### src/rtl/inta_sequencer.sv
// CPU-side interrupt acknowledge sequencer for an 8259: runs the two-pulse INTA_n cycle,
// captures the vector for the core, and issues non-specific EOI writes on request.
module inta_sequencer #(
    parameter int PULSE_CYCLES = 2,
    parameter int GAP_CYCLES   = 2
) (
    input  logic       clk,
    input  logic       rst_n,
    input  logic       intr,
    input  logic       if_en,
    output logic [7:0] vec,
    output logic       vec_valid,
    input  logic       vec_ready,
    input  logic       eoi_req,
    output logic       eoi_done,
    output logic       inta_n,
    output logic       cs_n,
    output logic       wr_n,
    output logic       a0,
    input  logic [7:0] d_in,
    output logic [7:0] d_out,
    output logic       d_oe,
    output logic       busy
);

    localparam int CNT_MAX = (PULSE_CYCLES > GAP_CYCLES) ? PULSE_CYCLES : GAP_CYCLES;
    localparam int CW      = (CNT_MAX > 1) ? $clog2(CNT_MAX) : 1;

    localparam logic [CW-1:0] PULSE_LOAD = CW'(PULSE_CYCLES - 1);
    localparam logic [CW-1:0] GAP_LOAD   = CW'(GAP_CYCLES - 1);
    localparam logic [7:0]    EOI_CMD    = 8'h20;

    typedef enum logic [2:0] {
        IDLE,
        ACK1,
        GAP,
        ACK2,
        VALID,
        EOI_WR,
        EOI_REL
    } state_t;

    state_t        state;
    logic [CW-1:0] cnt;

    // The counter is reloaded on every state entry and each timed state leaves when it hits zero.
    always_ff @(posedge clk or negedge rst_n) begin
        if (!rst_n) begin
            state     <= IDLE;
            cnt       <= '0;
            inta_n    <= 1'b1;
            cs_n      <= 1'b1;
            wr_n      <= 1'b1;
            a0        <= 1'b0;
            d_oe      <= 1'b0;
            d_out     <= 8'h00;
            vec       <= 8'h00;
            vec_valid <= 1'b0;
            eoi_done  <= 1'b0;
            busy      <= 1'b0;
        end else begin
            eoi_done <= 1'b0;
            case (state)
                IDLE: begin
                    // eoi_req is ignored during the eoi_done cycle so a requester dropping it on
                    // eoi_done does not trigger a second write.
                    if (eoi_req && !eoi_done) begin
                        state <= EOI_WR;
                        cnt   <= PULSE_LOAD;
                        cs_n  <= 1'b0;
                        wr_n  <= 1'b0;
                        a0    <= 1'b0;
                        d_oe  <= 1'b1;
                        d_out <= EOI_CMD;
                        busy  <= 1'b1;
                    end else if (intr && if_en) begin
                        state  <= ACK1;
                        cnt    <= PULSE_LOAD;
                        inta_n <= 1'b0;
                        busy   <= 1'b1;
                    end
                end

                ACK1: begin
                    if (cnt == '0) begin
                        state  <= GAP;
                        cnt    <= GAP_LOAD;
                        inta_n <= 1'b1;
                    end else begin
                        cnt <= cnt - 1'b1;
                    end
                end

                GAP: begin
                    if (cnt == '0) begin
                        state  <= ACK2;
                        cnt    <= PULSE_LOAD;
                        inta_n <= 1'b0;
                    end else begin
                        cnt <= cnt - 1'b1;
                    end
                end

                ACK2: begin
                    if (cnt == '0) begin
                        state     <= VALID;
                        cnt       <= '0;
                        inta_n    <= 1'b1;
                        vec       <= d_in;
                        vec_valid <= 1'b1;
                    end else begin
                        cnt <= cnt - 1'b1;
                    end
                end

                VALID: begin
                    if (vec_ready) begin
                        state     <= IDLE;
                        cnt       <= '0;
                        vec_valid <= 1'b0;
                        busy      <= 1'b0;
                    end
                end

                EOI_WR: begin
                    if (cnt == '0) begin
                        state <= EOI_REL;
                        cnt   <= '0;
                        cs_n  <= 1'b1;
                        wr_n  <= 1'b1;
                    end else begin
                        cnt <= cnt - 1'b1;
                    end
                end

                // Data stays driven one cycle past the write strobe for hold time.
                EOI_REL: begin
                    state    <= IDLE;
                    cnt      <= '0;
                    d_oe     <= 1'b0;
                    d_out    <= 8'h00;
                    eoi_done <= 1'b1;
                    busy     <= 1'b0;
                end

                default: begin
                    state     <= IDLE;
                    cnt       <= '0;
                    inta_n    <= 1'b1;
                    cs_n      <= 1'b1;
                    wr_n      <= 1'b1;
                    a0        <= 1'b0;
                    d_oe      <= 1'b0;
                    d_out     <= 8'h00;
                    vec_valid <= 1'b0;
                    busy      <= 1'b0;
                end
            endcase
        end
    end

endmodule
### config.mk
export PLATFORM = sky130hd
export DESIGN_NAME = inta_sequencer
export DESIGN_NICKNAME = d
export VERILOG_FILES = /design/src/rtl/inta_sequencer.sv
export SDC_FILE = /design/constraint.sdc
export NUM_CORES = 1
export LEC_CHECK = 0
export CAP_MARGIN = 10
export CORE_ASPECT_RATIO = 0.75
export CORE_MARGIN = 2
export CORE_UTILIZATION = 43
export CTS_BUF_LIST = sky130_fd_sc_hd__clkbuf_8 sky130_fd_sc_hd__clkbuf_16
export DETAILED_ROUTE_END_ITERATION = 8
export PLACE_DENSITY = 0.8
export SYNTH_ARGS = -nofsm -noshare
export SYNTH_HDL_FRONTEND = slang
export SYNTH_SLANG_ARGS = --single-unit
export TNS_END_PERCENT = 5
### constraint.sdc
create_clock -name clk -period 3.6 [get_ports clk]
set_input_delay 0.36 -clock clk [delete_from_list [all_inputs] [get_ports clk]]
set_output_delay 0.36 -clock clk [all_outputs]
set_load 0.01 [all_outputs]
==> results by stage, run 1 <==
Clock tree:
- The number of gates resized after CTS was 0.
- The maximum number of buffers from clock root to sink is 2.
- The number of sinks on the clock net is 18.
- The H-tree level count is 1.
- The number of setup buffers added after CTS is 0.
- The later pin in the worst-skew pair is clocked with a latency of 0.25 ns.
- TritonCTS built the clock tree.
- Buffers inserted to repair hold after CTS numbered 0.
- The number of clock buffers inserted by TritonCTS is 3.
- The clock tree root driver cell is sky130_fd_sc_hd__clkbuf_8.
- Clock-pin slew was measured on the worst setup and hold paths at 0.06 ns.

Flow run:
- The max-capacitance violation count is 0.

Floorplanning:
- Pin placement for this block handled 38 I/O pins.
- The height of the die is 44.6 um.
- The floorplan die area is 2590 um^2.
- The placeable core region is 2030 um^2.
- For this configuration, the core starts out at a cell density of 0.464.
- The number of standard-cell rows in the floorplan is 14.
- The die is 58.1 um wide.

Detailed routing:
- The via count of the routed design is 669.
- After the first detailed-routing iteration, the DRC count stood at 8.
- The final routed DRC violation total is 0.
- The average via count per standard cell is 4.96.
- After detailed routing, the average wire length per cell comes to 13.5 um.
- The antenna violation net count after detailed routing is 0.
- The routed wire length is 1.82 mm.
- The first-pass detailed-route iteration total is 4.

Final layout:
- The summed area of non-filler cells in the final layout is 1250 um^2.
- The growth of design area from synthesis to finish is 32.2%.
- The filler cells instantiated in the layout total 171.
- Summing all flip-flop and latch instances after layout gives 453 um^2.
- The net total in the final layout is 126.
- The share of cells above drive strength 1 is 0.162.
- The non-filler instance count after layout is 135.
- The multi-input combinational cells in the finished layout cover a total of 415 um^2.
- The repair_antennas step left the layout with diodes totalling 0.

GRT:
- Entering global routing, the biggest net connects 20 pins.
- The number of global-route vias before repair is 626.
- The number of antenna violations at the first check in global routing came to 0.
- For this run the aggregate overflow at the end of global routing stands at 0.
- The first global-routing pass estimated 2.90 mm of wire.
- In the global route stage, overall resource usage came out at 0.154.

Timing:
- The period utilization is 0.493.
- In this run the tightest slew margin relative to its limit is 0.481.
- The worst-margin pin slew is 0.777 ns.
- The final number of max-transition violations is 0.
- The setup slack of the critical path after layout is 1.82 ns.
- Between clock sinks in the finished design, the worst skew comes to 0.00697 ns.
- The number of hold-slack violations in the final timing report is 0.
- The total negative slack for setup checks is 0 ns.
- After layout, the minimum clock period comes to 1.78 ns.
- Setup violations remaining at the end of the flow were counted as 0.
- Derived from the worst setup path, the maximum achievable clock frequency is 0.563 GHz.
- Setup repair after global routing left no endpoint under its margin.

Yosys:
- sky130_fd_sc_hd__dfrtp_1 takes more of the synthesized area than any other cell.
- The summed instance area of the synthesized netlist is 943 um^2.
- By area the synthesized netlist is led by sky130_fd_sc_hd__dfrtp_1 (42%), sky130_fd_sc_hd__mux2_2 (9.5%), sky130_fd_sc_hd__buf_4 (8.0%).
- For this run, the register share of the synthesized area comes to 0.480.
- Counting distinct cell types in the post-synthesis netlist gives 33.
- The cell count after synthesis came out at 85.
- The per-instance average area after synthesis is 11.1 um^2.
- For this run, the number of Yosys warnings is 0.
- The total of flip-flops plus latches after synthesis is 18.
- The share of synthesized area in the top cell type comes to 0.424.

Power:
- The worst-case IR drop observed on VDD is 0.653 mV.
- The leakage dissipation is 0.533 nW.
- For this design the ratio of total power to cell area is 851 nW/um^2.
- The power consumption is 0.00106 W.

Critical path:
- The largest driver fanout on the critical path is 19.
- The data arrival at the endpoint of the critical path is 1.91 ns.
- At the worst endpoint, the required time is 3.73 ns.
- The critical path starts at state[1]$_DFFE_PN0P_.
- The setup path with the least slack is of type reg2reg.
- The worst setup path is launched from a register.
- The worst setup path is captured at a register.
- The startpoint identified for the worst register-to-register timing path is state[1]$_DFFE_PN0P_.

Placed design:
- The number of port buffers is 29.
- The weighted congestion at the end of routability-driven global placement is 0.788.
- The wire-length estimate of the detail-placed layout is 1.34 mm.
- The number of placed instances, taps included, is 131.
- The worst slack at placement is 1.85 ns.
- In this run the cell area measured after placement is 1190 um^2.

Min path:
- The startpoint identified for the worst hold timing path is vec[3]$_DFFE_PN0P_.
- The classification of the worst-slack hold path is reg2reg.

Run status:
- The run finished with clean final reports.
final cells by class:
type	instances	share of cell area
Sequential cell	18	0.363
Timing Repair Buffer	29	0.233
Multi-Input combinational cell	59	0.333
Tap cell	24	0.0241
Clock buffer	4	0.0441
Inverter	1	0.00301
worst max-delay path, stage by stage, from the launching register on:
cell and delay (ns):
sky130_fd_sc_hd__dfrtp_1 0.70, sky130_fd_sc_hd__nand2b_4 0.10, sky130_fd_sc_hd__nor3b_4 0.47, sky130_fd_sc_hd__mux2_2 0.39
registers in the layout, indices dropped and copies added (netlist names):
| signal | count |
|---|---|
| inta_n | 1 |
| d_out | 1 |
| eoi_done | 1 |
| vec_valid | 1 |
| busy | 1 |
| cnt | 1 |
| vec | 8 |
| wr_n | 1 |
| state | 3 |
synth_stat cells (all sizes together):
cell / instances
buf: 11
or2: 1
or2b: 2
o21ai: 1
nand2b: 5
dfrtp: 16
dfstp: 2
or3: 1
a21o: 1
mux2: 8
and2b: 1
inv: 1
clkbuf: 3
nand2: 2
nor3b: 2
nand3b: 1
nor2b: 1
nor2: 3
or4b: 1
nor4b: 3
nor3: 2
a22oi: 1
mux2i: 1
conb: 1
a31oi: 3
o21bai: 3
and2: 1
nand3: 1
a21oi: 5
o31ai: 1
per-stage QoR:
stage | hold slack (ns) | utilization
CTS | 0.513 | 0.614
floorplan | 0.0644 | -
global route | 0.534 | 0.614
detailed placement | 0.499 | 0.587
finish | 0.509 | 0.614
global placement | 0.492 | 0.587
per-layer routing:
metal / part of all wire / track usage / vias up
met2: 0.52 / 0.259 / 21
li1: - / - / 329
met4: 0 / 0.0279 / 0
met5: 0 / 0 / -
met3: 0.056 / 0.0614 / 0
met1: 0.42 / 0.192 / 319
path summary, 6_finish.rpt:
kind / to / slack [ns] / cells after the start
max in group asynchronous: state[0]$_DFFE_PN0P_ / 2.55 / 1
min in group asynchronous: vec[4]$_DFFE_PN0P_ / 0.56 / 1
worst max register to register: vec[5]$_DFFE_PN0P_ / 1.82 / 3
worst max-delay path: vec[5]$_DFFE_PN0P_ / 1.82 / 3
worst min-delay path: vec[3]$_DFFE_PN0P_ / 0.51 / 1
worst min register to register: vec[3]$_DFFE_PN0P_ / 0.51 / 1
report_power, final:
part	switching [W]	internal (W)
logic	0.000182	0.000297
registers	0.000118	0.000304
clock network	0.0000628	0.0000970
total	0.000363	0.000698
cells by family (layout without fill, tap and decap cells):
| logic type | count (synthesis) | count (layout) | synth area share |
|---|---|---|---|
| compound gates | 15 | 15 | 0.0995 |
| buf+inv | 15 | 34 | 0.107 |
| flops | 18 | 18 | 0.480 |
| mux | 9 | 9 | 0.106 |
| other cells | 1 | 8 | 0.00397 |
| simple gates | 27 | 27 | 0.203 |
placed cells by master, fill, tap and decap left out:
master and count:
sky130_fd_sc_hd__nor3_1 2, sky130_fd_sc_hd__nor2b_1 1, sky130_fd_sc_hd__clkbuf_8 4, sky130_fd_sc_hd__or2_2 1, sky130_fd_sc_hd__nand2b_4 1, sky130_fd_sc_hd__dfstp_2 2
sky130_fd_sc_hd__o21ai_0 1, sky130_fd_sc_hd__nand3_1 1, sky130_fd_sc_hd__a21oi_1 5, sky130_fd_sc_hd__or3_1 1, sky130_fd_sc_hd__o21bai_1 3, sky130_fd_sc_hd__or4b_1 1
sky130_fd_sc_hd__o31ai_1 1, sky130_fd_sc_hd__a31oi_1 3, sky130_fd_sc_hd__nand3b_1 1, sky130_fd_sc_hd__nor4b_1 3, sky130_fd_sc_hd__mux2i_1 1, sky130_fd_sc_hd__dfrtp_1 16
sky130_fd_sc_hd__clkdlybuf4s50_1 29, sky130_fd_sc_hd__conb_1 8, sky130_fd_sc_hd__and2b_2 1, sky130_fd_sc_hd__or2b_1 2, sky130_fd_sc_hd__nor2_1 3, sky130_fd_sc_hd__nand2_1 2
sky130_fd_sc_hd__nand2b_1 4, sky130_fd_sc_hd__and2_0 1, sky130_fd_sc_hd__nor3b_1 1, sky130_fd_sc_hd__a21o_1 1, sky130_fd_sc_hd__a22oi_1 1, sky130_fd_sc_hd__mux2_2 8
sky130_fd_sc_hd__inv_1 1, sky130_fd_sc_hd__nor3b_4 1
No activity file was read; power rests on OpenSTA's default activity.
==> inputs of run 2 (changes only) <==
- CORE_UTILIZATION: 43 -> 42
- PLACE_DENSITY: 0.8 -> 0.78
- clock period: 3.6 -> 1.7 ns (I/O delays scaled with it)
==> results by stage, run 2 (same netlist as run 1, synthesis figures left out) <==
Critical path:
- The critical path launch point type is a register (unchanged).
- The critical path class is reg2out (was reg2reg).
- The number of buffers and inverters on the critical path came to 1 (was 0).
- The cell family with the largest share of critical-path delay is flip-flops (unchanged).
- Cells along the critical path: clkdlybuf4s50_1 (was nand2b_4 -> nor3b_4 -> mux2_2).
- The maximum single-stage delay on the critical path came to 0.56 ns (was 0.70 ns).
- The sort of element at the end of the critical path is an output port (was register).
- The largest driver fanout on the critical path came to 4 (was 19).
- The worst endpoint required time is 1.53 ns (was 3.73 ns).
- The data arrival at the endpoint of the critical path is 1.35 ns (was 1.91 ns).
- The critical-path cell with the highest stage delay is sky130_fd_sc_hd__dfstp_2 (was sky130_fd_sc_hd__dfrtp_1).

Timing:
- The final number of max-transition violations is 0 (unchanged).
- The worst path in the final design needs a cycle of 1.52 ns, including I/O delays and setup.
- The total negative slack for setup checks is 0 ns (unchanged).
- Unrepaired setup endpoints after global routing: false (unchanged).
- The number of hold-slack violations in the final timing report is 0 (unchanged).
- The period utilization is 0.893.
- The worst clock skew on the final layout came to 0.00543 ns (was 0.00697 ns).
- The timing-limited maximum frequency is 0.659 GHz.
- The setup violation total in the final timing report is 0 (unchanged).

Detailed routing:
- The routed wire length is 1.80 mm (was 1.82 mm).
- The DRC violation total after the first TritonRoute iteration is 18 (was 8).
- The antenna violation net count after detailed routing was 0 (unchanged).
- The average routed wire per standard cell was 12.7 um (was 13.5 um).
- The average via count per standard cell is 4.91 (was 4.96).
- The first-pass detailed-route iteration total is 6 (was 4).
- The via count of the routed design is 693 (was 669).
- The final routed DRC violation total was 2 (was 0).

GRT:
- The maximum number of pins on one net before global-route repair is 19 (was 20).
- The number of antenna violations at the first check in global routing was 0 (unchanged).
- The number of global-route vias before repair was 649 (was 626).
- The total global-route track usage came to 0.153 (was 0.154).
- The global-route wire length before repair is 2.93 mm (was 2.90 mm).
- The remaining global-route overflow was 0 (unchanged).

Final layout:
- The number of flip-flops in the largest register is 8 (unchanged).
- The most frequent standard cell in the layout excluding fill and tap cells was sky130_fd_sc_hd__clkdlybuf4s50_1 (unchanged).
- The net total in the final layout was 132 (was 126).
- The growth of design area from synthesis to finish came to 37.0% (was 32.2%).
- Leading cell types in the layout, fill and taps excluded: sky130_fd_sc_hd__clkdlybuf4s50_1 (29), sky130_fd_sc_hd__dfrtp_1 (16), sky130_fd_sc_hd__mux2_2 (8), sky130_fd_sc_hd__conb_1 (8), sky130_fd_sc_hd__buf_4 (6) (was sky130_fd_sc_hd__clkdlybuf4s50_1 (29), sky130_fd_sc_hd__dfrtp_1 (16), sky130_fd_sc_hd__mux2_2 (8), sky130_fd_sc_hd__conb_1 (8), sky130_fd_sc_hd__a21oi_1 (5)).
- The antenna diode count is 0 (unchanged).
- The register with the highest flop count is vec (unchanged).
- Largest registers ranked by flip-flop count: vec (8), state (3) (unchanged).
- The share of cells above drive strength 1 came to 0.205 (was 0.162).
- The summed area of non-filler cells in the final layout is 1290 um^2 (was 1250 um^2).
- The utilization of the core after routing came to 0.625 (was 0.614).

Clock tree:
- The number of clock buffers inserted by TritonCTS is 3 (unchanged).
- The clock transition at the registers of the reported paths is 0.07 ns (was 0.06 ns).
- The clock latency of the later-clocked register in the worst-skew pair is 0.25 ns (about the same).
- The maximum number of buffers from clock root to sink is 2 (unchanged).
- The number of sinks on the clock net came to 18 (unchanged).
- The number of instances resized during post-cts repair is 0 (unchanged).
- The H-tree level count is 1 (unchanged).
- The CTS tree is done (unchanged).
- The number of setup buffers added after CTS came to 0 (unchanged).
- The number of hold-repair buffers added at the cts stage was 0 (unchanged).
- The clock tree root driver cell is sky130_fd_sc_hd__clkbuf_8 (unchanged).

Placed design:
- The number of port buffers was 29 (unchanged).
- The weighted congestion at the end of routability-driven global placement is 0.776 (was 0.788).
- The HPWL after detailed placement is 1.37 mm (was 1.34 mm).
- The cell area after placement is 1240 um^2 (was 1190 um^2).

Power:
- The peak supply drop was 0.813 mV (was 0.653 mV).
- The power consumption is 0.00231 W (was 0.00106 W).
- The leakage dissipation is 0.563 nW (was 0.533 nW).
- The power per cell area came to 1790 nW/um^2 (was 851 nW/um^2).

Floorplanning:
- The number of top-level pins is 38 (unchanged).
- The number of standard-cell rows in the floorplan is 14 (unchanged).
- The placeable core region was 2070 um^2 (was 2030 um^2).
- The width of the die is 58.7 um (was 58.1 um).
- The initial standard-cell utilization of the core came to 0.456 (was 0.464).
- The height of the die is 45.0 um (was 44.6 um).
- The floorplan die area is 2650 um^2 (was 2590 um^2).

Min path:
- The classification of the worst-slack hold path is in2async (was reg2reg).

Run status:
- Run status: finished, violations left (was complete, no violations).
- The checks that failed: DRC.

Flow run:
- The max-capacitance violation count is 0 (unchanged).
-- run 2: cell types whose count changed in the layout (fill, tap and decap cells not counted) --
cell                    before  now
sky130_fd_sc_hd__buf_4       0    6
-- run 2: cell type report --
type	count	area, um^2
inverters	1	3.75
fillers	186	774
well taps	24	30.0
multi-input cells	59	415
repair buffers	35	335
flip-flops and latches	18	453
clock buffers	4	55.1
-- run 2: stage by stage --
step / hold WS [ns] / instances / worst slack [ns]
2_1_floorplan: -0.126 / 92 / 0.275
3_3_place_gp: 0.492 / 137 / 0.239
3_5_place_dp: 0.498 / 137 / 0.194
4_1_cts: 0.243 / 141 / 0.159
5_1_grt: 0.252 / 141 / 0.0969
6_report: 0.241 / 141 / 0.182
-- run 2: layer usage --
| layer | part of all wire | global-route usage |
|---|---|---|
| met1 | 0.45 | 0.203 |
| met2 | 0.49 | 0.229 |
| met3 | 0.052 | 0.0516 |
| met4 | 0.012 | 0.0682 |
| met5 | 0 | 0 |
-- run 2: final timing paths --
kind | start | endpoint | slack (ns) | depth (start not counted)
hold / removal | rst_n | eoi_done$_DFF_PN0_ | 0.24 | 2
setup reg to reg | state[1]$_DFFE_PN0P_ | vec[0]$_DFFE_PN0P_ | 0.18 | 3
setup / recovery | wr_n$_DFFE_PN1P_ | cs_n | 0.18 | 1
min in group clk | vec[3]$_DFFE_PN0P_ | vec[3]$_DFFE_PN0P_ | 0.51 | 1
hold reg to reg | vec[3]$_DFFE_PN0P_ | vec[3]$_DFFE_PN0P_ | 0.51 | 1
max in group asynchronous | rst_n | inta_n$_DFFE_PN1P_ | 1.20 | 2
-- run 2: where the power goes --
part / leakage (nW) / switching, W / total (W) / internal, W
Combinational: 0.322 / 0.000486 / 0.00118 / 0.000691
Sequential: 0.213 / 0.000145 / 0.000790 / 0.000645
Clock: 0.0288 / 0.000141 / 0.000346 / 0.000206
Total: 0.563 / 0.000771 / 0.00231 / 0.00154
